<file path="src/rtl/ex_stage_pkg.sv">
// Shared constants and types for the execute stage: datapath widths,
// opcode encoding and FSM state encoding.
package ex_stage_pkg;

    localparam int D_BITS_DEF  = 8;
    localparam int ER_BITS_DEF = D_BITS_DEF + 4;

    // Opcodes 10..15 are undefined and reported as illegal.
    typedef enum logic [3:0] {
        OP_NOP = 4'd0,
        OP_ADD = 4'd1,
        OP_SUB = 4'd2,
        OP_AND = 4'd3,
        OP_OR  = 4'd4,
        OP_XOR = 4'd5,
        OP_SHL = 4'd6,
        OP_SHR = 4'd7,
        OP_MOV = 4'd8,
        OP_MUL = 4'd9
    } op_e;

    typedef enum logic {
        ST_IDLE = 1'b0,
        ST_MUL  = 1'b1
    } state_e;

endpackage

</file>
<file path="src/rtl/ex_stage_if.sv">
// Decode -> execute handshake plus the execute-result bundle and status flags.
// er_out layout: [ER_BITS-1:4] value, [3:1] dest, [0] we.
interface ex_stage_if #(
    parameter int D_BITS  = 8,
    parameter int ER_BITS = D_BITS + 4
);
    logic               in_valid;
    logic               in_ready;
    logic [3:0]         in_op;
    logic [2:0]         in_dest;
    logic [D_BITS-1:0]  in_a;
    logic [D_BITS-1:0]  in_b;
    logic               flush;
    logic [ER_BITS-1:0] er_out;
    logic               busy;
    logic               illegal;

    modport master (
        output in_valid, in_op, in_dest, in_a, in_b, flush,
        input  in_ready, er_out, busy, illegal
    );

    modport slave (
        input  in_valid, in_op, in_dest, in_a, in_b, flush,
        output in_ready, er_out, busy, illegal
    );
endinterface

</file>
<file path="src/rtl/ex_mul.sv">
// Iterative shift-add multiplier. One partial product per step; the last
// step (counter == D_BITS-1) presents the low D_BITS of the product on
// o_product together with o_done, so the caller can register it that edge.
module ex_mul #(
    parameter int D_BITS = 8
) (
    input  logic              clk,
    input  logic              rst,
    input  logic              i_start,
    input  logic              i_step,
    input  logic              i_clear,
    input  logic [D_BITS-1:0] i_a,
    input  logic [D_BITS-1:0] i_b,
    output logic              o_done,
    output logic [D_BITS-1:0] o_product
);
    localparam int CW = (D_BITS > 1) ? $clog2(D_BITS) : 1;

    logic [D_BITS-1:0] r_a;
    logic [D_BITS-1:0] r_b;
    logic [D_BITS-1:0] r_acc;
    logic [CW-1:0]     r_cnt;
    logic [D_BITS-1:0] w_acc_next;

    // Accumulate the shifted multiplicand when the current multiplier bit is set.
    always_comb begin
        w_acc_next = r_acc;
        if (r_b[0]) begin
            w_acc_next = r_acc + r_a;
        end
    end

    assign o_done    = i_step && (r_cnt == CW'(D_BITS - 1));
    assign o_product = w_acc_next;

    // Operand latch on start, one shift-add step per enabled edge; clear aborts.
    always_ff @(posedge clk or posedge rst) begin
        if (rst) begin
            r_a   <= '0;
            r_b   <= '0;
            r_acc <= '0;
            r_cnt <= '0;
        end else if (i_clear) begin
            r_a   <= '0;
            r_b   <= '0;
            r_acc <= '0;
            r_cnt <= '0;
        end else if (i_start) begin
            r_a   <= i_a;
            r_b   <= i_b;
            r_acc <= '0;
            r_cnt <= '0;
        end else if (i_step) begin
            r_acc <= w_acc_next;
            r_a   <= r_a << 1;
            r_b   <= r_b >> 1;
            r_cnt <= r_cnt + 1'b1;
        end
    end
endmodule

</file>
<file path="src/rtl/ex_stage.sv">
// Execute stage: single-cycle ALU plus iterative multiplier, producing the
// registered {value, dest, we} bundle consumed by writeback.
//
// state | meaning
// IDLE  | ready for a new instruction; ALU ops complete on the accept edge
// MUL   | multiplier stepping; upstream stalled until the product is written
module ex_stage
    import ex_stage_pkg::*;
#(
    parameter int D_BITS  = D_BITS_DEF,
    parameter int ER_BITS = D_BITS + 4
) (
    input logic       clk,
    input logic       rst,
    ex_stage_if.slave bus
);
    localparam int SH_BITS = (D_BITS > 1) ? $clog2(D_BITS) : 1;

    state_e             r_state;
    state_e             w_state_next;
    logic [ER_BITS-1:0] r_er;
    logic [ER_BITS-1:0] w_er_next;
    logic               r_illegal;
    logic               w_ill_next;
    logic [2:0]         r_mul_dest;
    logic [D_BITS-1:0]  w_alu_val;
    logic [SH_BITS-1:0] w_shamt;
    logic               w_op_legal;
    logic               w_mul_start;
    logic               w_mul_step;
    logic               w_mul_clear;
    logic               w_mul_done;
    logic [D_BITS-1:0]  w_mul_product;

    assign bus.in_ready = (r_state == ST_IDLE);
    assign bus.busy     = (r_state == ST_MUL);
    assign bus.er_out   = r_er;
    assign bus.illegal  = r_illegal;

    assign w_shamt    = bus.in_b[SH_BITS-1:0];
    assign w_op_legal = (bus.in_op <= OP_MUL);

    // Single-cycle ALU result for the presented opcode.
    always_comb begin
        w_alu_val = '0;
        case (bus.in_op)
            OP_ADD:  w_alu_val = bus.in_a + bus.in_b;
            OP_SUB:  w_alu_val = bus.in_a - bus.in_b;
            OP_AND:  w_alu_val = bus.in_a & bus.in_b;
            OP_OR:   w_alu_val = bus.in_a | bus.in_b;
            OP_XOR:  w_alu_val = bus.in_a ^ bus.in_b;
            OP_SHL:  w_alu_val = bus.in_a << w_shamt;
            OP_SHR:  w_alu_val = bus.in_a >> w_shamt;
            OP_MOV:  w_alu_val = bus.in_b;
            default: w_alu_val = '0;
        endcase
    end

    // Next state and next result bundle; anything other than a write is a bubble.
    always_comb begin
        w_state_next = r_state;
        w_er_next    = '0;
        w_ill_next   = 1'b0;
        w_mul_start  = 1'b0;
        w_mul_step   = 1'b0;
        w_mul_clear  = 1'b0;
        if (bus.flush) begin
            w_state_next = ST_IDLE;
            w_mul_clear  = 1'b1;
        end else begin
            case (r_state)
                ST_IDLE: begin
                    if (bus.in_valid) begin
                        if (bus.in_op == OP_MUL) begin
                            w_mul_start  = 1'b1;
                            w_state_next = ST_MUL;
                        end else if (w_op_legal) begin
                            if (bus.in_op != OP_NOP) begin
                                w_er_next = {w_alu_val, bus.in_dest, 1'b1};
                            end
                        end else begin
                            w_ill_next = 1'b1;
                        end
                    end
                end
                ST_MUL: begin
                    w_mul_step = 1'b1;
                    if (w_mul_done) begin
                        w_er_next    = {w_mul_product, r_mul_dest, 1'b1};
                        w_state_next = ST_IDLE;
                    end
                end
                default: w_state_next = ST_IDLE;
            endcase
        end
    end

    // State, result bundle and illegal pulse registers.
    always_ff @(posedge clk or posedge rst) begin
        if (rst) begin
            r_state   <= ST_IDLE;
            r_er      <= '0;
            r_illegal <= 1'b0;
        end else begin
            r_state   <= w_state_next;
            r_er      <= w_er_next;
            r_illegal <= w_ill_next;
        end
    end

    // Destination of the in-flight multiply, captured with its operands.
    always_ff @(posedge clk or posedge rst) begin
        if (rst) begin
            r_mul_dest <= '0;
        end else if (w_mul_clear) begin
            r_mul_dest <= '0;
        end else if (w_mul_start) begin
            r_mul_dest <= bus.in_dest;
        end
    end

    ex_mul #(
        .D_BITS(D_BITS)
    ) u_mul (
        .clk       (clk),
        .rst       (rst),
        .i_start   (w_mul_start),
        .i_step    (w_mul_step),
        .i_clear   (w_mul_clear),
        .i_a       (bus.in_a),
        .i_b       (bus.in_b),
        .o_done    (w_mul_done),
        .o_product (w_mul_product)
    );
endmodule

</file>
<file path="src/flat_wrapper.sv">
// flat-port wrapper written by rule: the top's interface ports become plain ports
module ex_stage_flat import ex_stage_pkg::*;
#(
    parameter int D_BITS  = D_BITS_DEF,
    parameter int ER_BITS = D_BITS + 4
)
  (clk, rst, bus_in_valid, bus_in_op, bus_in_dest, bus_in_a, bus_in_b, bus_flush, bus_in_ready, bus_er_out, bus_busy, bus_illegal);
  ex_stage_if #(.D_BITS(D_BITS), .ER_BITS(ER_BITS)) bus_i ();
  input logic clk;
  input logic rst;
  input wire logic [$bits(bus_i.in_valid)-1:0] bus_in_valid;
  input wire logic [$bits(bus_i.in_op)-1:0] bus_in_op;
  input wire logic [$bits(bus_i.in_dest)-1:0] bus_in_dest;
  input wire logic [$bits(bus_i.in_a)-1:0] bus_in_a;
  input wire logic [$bits(bus_i.in_b)-1:0] bus_in_b;
  input wire logic [$bits(bus_i.flush)-1:0] bus_flush;
  output wire logic [$bits(bus_i.in_ready)-1:0] bus_in_ready;
  output wire logic [$bits(bus_i.er_out)-1:0] bus_er_out;
  output wire logic [$bits(bus_i.busy)-1:0] bus_busy;
  output wire logic [$bits(bus_i.illegal)-1:0] bus_illegal;
  assign bus_i.in_valid = bus_in_valid;
  assign bus_i.in_op = bus_in_op;
  assign bus_i.in_dest = bus_in_dest;
  assign bus_i.in_a = bus_in_a;
  assign bus_i.in_b = bus_in_b;
  assign bus_i.flush = bus_flush;
  assign bus_in_ready = bus_i.in_ready;
  assign bus_er_out = bus_i.er_out;
  assign bus_busy = bus_i.busy;
  assign bus_illegal = bus_i.illegal;
  ex_stage #(.D_BITS(D_BITS), .ER_BITS(ER_BITS)) u_core (.clk(clk), .rst(rst), .bus(bus_i));
endmodule
</file>
<file path="config.mk">
export PLATFORM = sky130hd
export DESIGN_NAME = ex_stage_flat
export DESIGN_NICKNAME = d
export VERILOG_FILES = /design/src/rtl/ex_stage_pkg.sv /design/src/rtl/ex_stage_if.sv /design/src/rtl/ex_mul.sv /design/src/rtl/ex_stage.sv /design/src/flat_wrapper.sv
export SDC_FILE = /design/constraint.sdc
export NUM_CORES = 1
export LEC_CHECK = 0
export BUFFER_PORTS_ARGS = -buffer_cell sky130_fd_sc_hd__buf_2
export CORE_MARGIN = 8
export CORE_UTILIZATION = 38
export CTS_BUF_LIST = sky130_fd_sc_hd__clkbuf_16
export CTS_CLUSTER_DIAMETER = 120
export DETAILED_ROUTE_END_ITERATION = 8
export PLACE_DENSITY = 0.57
export SLEW_MARGIN = 10
export SYNTH_ARGS = -nofsm -noshare
export SYNTH_HDL_FRONTEND = slang
export SYNTH_SLANG_ARGS = --single-unit
</file>
<file path="constraint.sdc">
create_clock -name clk -period 6.4 [get_ports clk]
set_input_delay 1.28 -clock clk [delete_from_list [all_inputs] [get_ports clk]]
set_output_delay 1.28 -clock clk [all_outputs]
set_load 0.02 [all_outputs]
</file>
Word level (Yosys, flattened, before mapping)
Cells that the tools add are included.

storage, ports and cells
  bits in registers = 44
  input port bits = 27
  output and inout port bits = 15
  word-level logic and storage cells = 71

operators by class
  $add $sub $neg = 4
  magnitude comparators = 1
  eq/ne operators = 10
  shifts and indexed selects = 2
  mux-type cells = 38
  bitwise gates (word level) = 4
  reduce and logical (&&, ||, !) cells = 4

operators with widths
  cell                                            count
  2-to-1 mux 8 bit                                10
  2-to-1 mux 12 bit                               6
  case mux 8 bit (8 select lines)                 1
  case mux 12 bit (2 select lines)                1
  adder 8 bit                                     2
  == test 4 x 3 -> 1 bit (second input constant)  4
  2-to-1 mux 3 bit                                5
  2-to-1 mux 1 bit                                14
  AND 8 bit                                       1
  == test 4 x 2 -> 1 bit (second input constant)  2
  == test 4 bit (second input constant)           2
  OR 8 bit                                        1
  left shift 8 x 3 -> 8 bit                       1
  >> shifter 8 x 3 -> 8 bit                       1
  subtractor 8 bit                                1
  XOR 8 bit                                       1
  == test 4 x 1 -> 1 bit (second input constant)  1
  <= comparator 4 bit (second input constant)     1
  nonzero test 4 bit                              1
  adder 3 x 1 -> 3 bit (second input constant)    1
  == test 3 bit (second input constant)           1
  nonzero test 3 bit                              1
  case mux 1 bit (2 select lines)                 1
  nonzero test 2 bit                              1
  other kinds (2)                                 2

Depth between registers and ports, before layout
  word-level depth = 8
  depth in mapped cells = 12
  mapped depth without buffers = 11

Hierarchy
Synthesis repeated with hierarchy kept, for this count alone.

second synthesis, totals
  cells, all modules = 476
  area total of the unflattened synthesis = 4,052.6 um2

by module, submodules not included
  module    times used  cells an instance  area each (um2)  sequential area each (um2)
  ex_stage  1           281                2,308.5          425.4
  ex_mul    1           195                1,744.2          675.6

Worst setup path before layout
No wires, ideal clock.

  path kind = in2reg
  start point = input bus_in_op[3]
  end point = register u_core.r_er[5] (netlist: u_core.bus.er_out[5])
  library setup time = 0.085 ns
  arrival = 3.433 ns
  required time = 6.315 ns
  setup slack = 2.883 ns
  stages = 10
  buffers on the path = 1
  path through = clkbuf_2 > nor4b_4 > mux2_2 > fa_1 > nor2_1 > a21oi_1 > a211o_1 > a21oi_1 > a311oi_1 > o22ai_1

on the way
  longest elaborated chain between the ends = 8
  elaborated cells between the ends (all ways) = 18
  those cells by class = order compare: 1; eq/ne: 9; mux: 7; reduce/logical: 1

RTL lines
  what                                   line                text
  from (decl)                            flat_wrapper.sv:12  input wire logic [$bits(bus_i.in_op)-1:0] bus_in_op;
  == test 4 bit (tied with other cells)  ex_stage.sv:46      case (bus.in_op)
  case mux 8 bit (8 select lines)        ex_stage.sv:46
  2-to-1 mux 12 bit                      ex_stage.sv:78      if (bus.in_op != OP_NOP) begin
  2-to-1 mux 12 bit                      ex_stage.sv:77      end else if (w_op_legal) begin
  2-to-1 mux 12 bit *                    ex_stage.sv:74      if (bus.in_op == OP_MUL) begin
  2-to-1 mux 12 bit *                    ex_stage.sv:73      if (bus.in_valid) begin
  case mux 12 bit (2 select lines) *     ex_stage.sv:71      case (r_state)
  2-to-1 mux 12 bit *                    ex_stage.sv:67      if (bus.flush) begin
  net u_core.w_er_next[5]                ex_stage.sv:22      logic [ER_BITS-1:0] w_er_next;
  to (signal assigned)                   ex_stage.sv:106     r_er <= w_er_next;
  to (decl)                              ex_stage.sv:21      logic [ER_BITS-1:0] r_er;

Mark *: on every way through the listed nets, which the timed path passes. The rest lies on a longest branch.
A chain may end at the register's enable or synchronous reset.

Worst setup path in the final report
  start point = input bus_in_b[1]
  end point = register u_core.r_er[11] (netlist: u_core.bus.er_out[11])

on the way
  longest elaborated chain between the ends = 8
  elaborated cells between the ends (all ways) = 11
  those cells by class = add/sub: 2; shift: 2; mux: 7

RTL lines
  what                                      line                text
  from (decl)                               flat_wrapper.sv:15  input wire logic [$bits(bus_i.in_b)-1:0] bus_in_b;
  subtractor 8 bit (tied with other cells)  ex_stage.sv:48      OP_SUB: w_alu_val = bus.in_a - bus.in_b;
  case mux 8 bit (8 select lines) *         ex_stage.sv:46
  2-to-1 mux 12 bit *                       ex_stage.sv:78
  2-to-1 mux 12 bit *                       ex_stage.sv:77
  2-to-1 mux 12 bit *                       ex_stage.sv:74
  2-to-1 mux 12 bit *                       ex_stage.sv:73
  case mux 12 bit (2 select lines) *        ex_stage.sv:71
  2-to-1 mux 12 bit *                       ex_stage.sv:67
  net u_core.w_er_next[11]                  ex_stage.sv:22

Marked as above.

==> key figures <==
Outcome
  • Run status: finished clean

Global routing
  • Pin count of the biggest net entering global routing: 47
  • Wire length of the first global-routing pass: 19000 um
  • Initial antenna violation count: 0
  • Overall overflow remaining after global route: 0
  • Via count of the first global-routing pass: 3411
  • Global routing usage summed across all routing layers: 0.164

Yosys
  • Synthesized area: 4040 um2
  • Compound-Gate Fraction of Synth Area: 0.194
  • Fraction of the mapped netlist area in simple logic gates: 0.185
  • Top FF cell, synth: sky130_fd_sc_hd__dfrtp_1
  • Post-synthesis share of cell area spent on full adders, half adders and majority gates: 0.115
  • Dominant combinational cell family by area after synthesis: compound AO/OA/AOI/OAI gates
  • Synthesized-area fraction occupied by xor and xnor cells: 0.0391
  • Cell count after synthesis: 457
  • Number of unique standard cell types used by synthesis: 71
  • Ys Warns: 0
  • Synthesis-stage register bit count: 44
  • Sequential share of the synthesized area: 0.273
  • Fraction of registers with async set or reset after synthesis: 1.00
  • Number of enable flip-flop cells after synthesis: 0
  • Syn_nets: 520
  • Synthesized area per cell: 8.83 um2
  • Proportion of synthesized area in mux cells: 0.128

Timing
  • Maximum achievable frequency: 272 MHz
  • Fin Hold WS: 0.499 ns
  • Maximum clock skew at final layout: 0.00370 ns
  • Worst Max-Slew Pin Slew: 0.948 ns
  • Max-slew violation total from the final report: 0
  • Relative slew slack: 0.368
  • RSZ-0062 raised after global routing: false
  • Final Hold Vio Count: 0
  • Accumulated negative setup slack: 0 ns
  • Minimum period implied by the final worst setup slack: 3.67 ns
  • Ratio of final minimum period to clock period: 0.573
  • Minimum setup slack in the final design: 2.73 ns
  • Final setup fails: 0

Floorplan
  • I/O pin count: 42
  • Count of standard-cell rows: 37
  • Std-Cell Core Area: 10300 um2
  • Die outline area: 14200 um2
  • Overall die height: 119 um
  • Die width: 119 um
  • Initial standard-cell utilization of the core: 0.391

Clocking
  • # hold bufs at CTS: 0
  • Post-CTS Setup Bufs: 0
  • Cts bufs inserted: 5
  • Cts repair resizes: 0
  • H-tree depth: 2
  • Clock latency at the later pin of the worst-skew pair: 0.29 ns
  • Clock Pin Slew Worst Setup and Hold Paths: 0.06 ns
  • Root buffer cell: sky130_fd_sc_hd__clkbuf_16
  • Clock tree from TritonCTS: done
  • Number of clock sinks: 44
  • Maximum buffer depth of the clock tree: 2

Routing
  • Via density: 5.67
  • WL met1: 5660 um
  • Final Routed Wirelength: 11600 um
  • Residual DRC count: 0
  • Routed length per placed instance: 19.0 um
  • 1st-pass router iterations: 4
  • Remaining number of nets flagged by the antenna check after routing: 0
  • Detailed Route Iter0 Violations: 279
  • Vias: 3482
  • Top layer reached by signal wires: met4
  • Routed length on met2: 5210 um
  • Met3 WL: 657 um

Flow run
  • Max-cap violations: 0

Final layout
  • Number of diodes added for antenna fixing: 0
  • Most common cell after layout, fill and taps aside: sky130_fd_sc_hd__nor2_1
  • Area of combinational cells with multiple inputs: 2670 um2
  • Reg area: 1100 um2
  • Final cell count without fillers: 614
  • Share of post-route cells with drive strength above 1: 0.155
  • Syn-to-layout area delta: 8.78%
  • Final design utilization: 0.425
  • Post-route design area: 4390 um2
  • Post-layout nets: 540
  • Commonest non-fill, non-tap cells in the layout: sky130_fd_sc_hd__nor2_1 (62), sky130_fd_sc_hd__dfrtp_1 (44), sky130_fd_sc_hd__buf_2 (41)
  • Number of inserted filler cells in the final layout: 1031

Setup path
  • Req. time, crit path: 6.55 ns
  • Reg2reg setup slack: 4.15 ns
  • Crit Path Category: in -> reg
  • Critical path capture point type: register
  • Critical Path Source: bus_in_b[1]
  • Arrival time at the worst endpoint: 3.82 ns
  • Biggest fanout along the worst timing path: 21
  • Startpoint type of the worst setup path: input port
  • Reg-to-reg startpoint: u_core.u_mul.r_a[4]$_DFFE_PP0P_

Placed design
  • Cell Area, Placed: 4250 um2
  • Routability congestion estimate from global placement: 0.919
  • Port-buffer cells: 41
  • Number of cells after detailed placement: 606
  • Placement-stage worst setup slack: 2.44 ns
  • Placed wire-length estimate after detailed placement: 8540 um

Pwr
  • Power Dens Cells: 162 nW/um2
  • Leakage dissipation: 2.12 nW
  • Post-layout power: 0.710 mW
  • Worst vdd rail ir drop: 0.000116 V

Worst hold path
  • Hold Crit Start: u_core.r_mul_dest[0]$_DFFE_PP0P_
  • Type of the most critical hold path: reg -> reg
-- logic make-up (layout without fill, tap and decap cells) --
| group | count (synthesis) | in the layout |
|---|---|---|
| AND/OR/NAND/NOR | 147 | 147 |
| AO/OA/AOI/OAI | 118 | 118 |
| buffers and inverters | 54 | 75 |
| flip-flops | 44 | 44 |
| multiplexers | 40 | 40 |
| adder cells (fa/ha/maj) | 36 | 36 |
| XOR/XNOR | 18 | 18 |
-- cells in the mapped netlist (7+ instances only) --
library cell | n | area, um2
sky130_fd_sc_hd__a21oi_1 | 40 | 200
sky130_fd_sc_hd__a32oi_1 | 7 | 61.3
sky130_fd_sc_hd__clkbuf_1 | 14 | 52.6
sky130_fd_sc_hd__dfrtp_1 | 44 | 1100
sky130_fd_sc_hd__ha_1 | 34 | 425
sky130_fd_sc_hd__inv_1 | 22 | 82.6
sky130_fd_sc_hd__mux2i_1 | 28 | 280
sky130_fd_sc_hd__nand2_1 | 23 | 86.3
sky130_fd_sc_hd__nand3_1 | 12 | 60.1
sky130_fd_sc_hd__nor2_1 | 62 | 233
sky130_fd_sc_hd__nor3_1 | 9 | 45.0
sky130_fd_sc_hd__o21ai_0 | 17 | 85.1
sky130_fd_sc_hd__o22ai_1 | 8 | 50.1
sky130_fd_sc_hd__xnor2_1 | 15 | 131
-- worst paths after layout --
kind,endpoint,cells past startpoint
setup / recovery,u_core.bus.er_out[11]$_DFF_PP0_,12
hold / removal,u_core.bus.er_out[1]$_DFF_PP0_,1
setup reg to reg,u_core.u_mul.r_acc[7]$_DFFE_PP0P_,7
hold reg to reg,u_core.bus.er_out[1]$_DFF_PP0_,1
max in group asynchronous,u_core.u_mul.r_a[4]$_DFFE_PP0P_,2
min in group asynchronous,u_core.r_mul_dest[1]$_DFFE_PP0P_,2
-- worst max-delay path, stage by stage --
cell and delay [ns]:
sky130_fd_sc_hd__buf_2 0.35, sky130_fd_sc_hd__inv_1 0.22, sky130_fd_sc_hd__ha_1 0.27, sky130_fd_sc_hd__a31oi_1 0.22, sky130_fd_sc_hd__xnor2_1 0.10, sky130_fd_sc_hd__ha_1 0.37
sky130_fd_sc_hd__and3_1 0.18, sky130_fd_sc_hd__a21oi_1 0.05, sky130_fd_sc_hd__and3_1 0.20, sky130_fd_sc_hd__o31a_1 0.29, sky130_fd_sc_hd__o21ai_0 0.18, sky130_fd_sc_hd__nand3_1 0.11
-- cell type report --
type,instances,area share
multi-input cells,359,0.608
flip-flops and latches,44,0.251
repair buffers,43,0.0502
well taps,136,0.0388
clock buffers,5,0.0285
inverters,24,0.0205
clock inverters,3,0.00342
-- flip-flops by register name, indices dropped and copies added, names as in the netlist --
| signal | count |
|---|---|
| u_core.bus.er_out | 12 |
| u_core.u_mul.r_a | 8 |
| u_core.u_mul.r_acc | 8 |
| u_core.u_mul.r_cnt | 3 |
| u_core.bus.busy | 1 |
| u_core.bus.illegal | 1 |
| u_core.r_mul_dest | 3 |
| u_core.u_mul.r_b | 8 |
-- metal layers --
layer	vias to the layer above	global-route usage
met5	-	0
met4	0	0.0364
met3	9	0.0279
met2	94	0.250
met1	1681	0.235
li1	1698	-
-- power breakdown --
group / leakage, nW / internal [mW] / total [mW] / switching, mW
clock: 0.0687 / 0.142 / 0.251 / 0.109
combinational: 1.44 / 0.0673 / 0.174 / 0.107
sequential: 0.611 / 0.282 / 0.285 / 0.00241
total: 2.12 / 0.492 / 0.710 / 0.218
(Power assumes the default switching activity.)
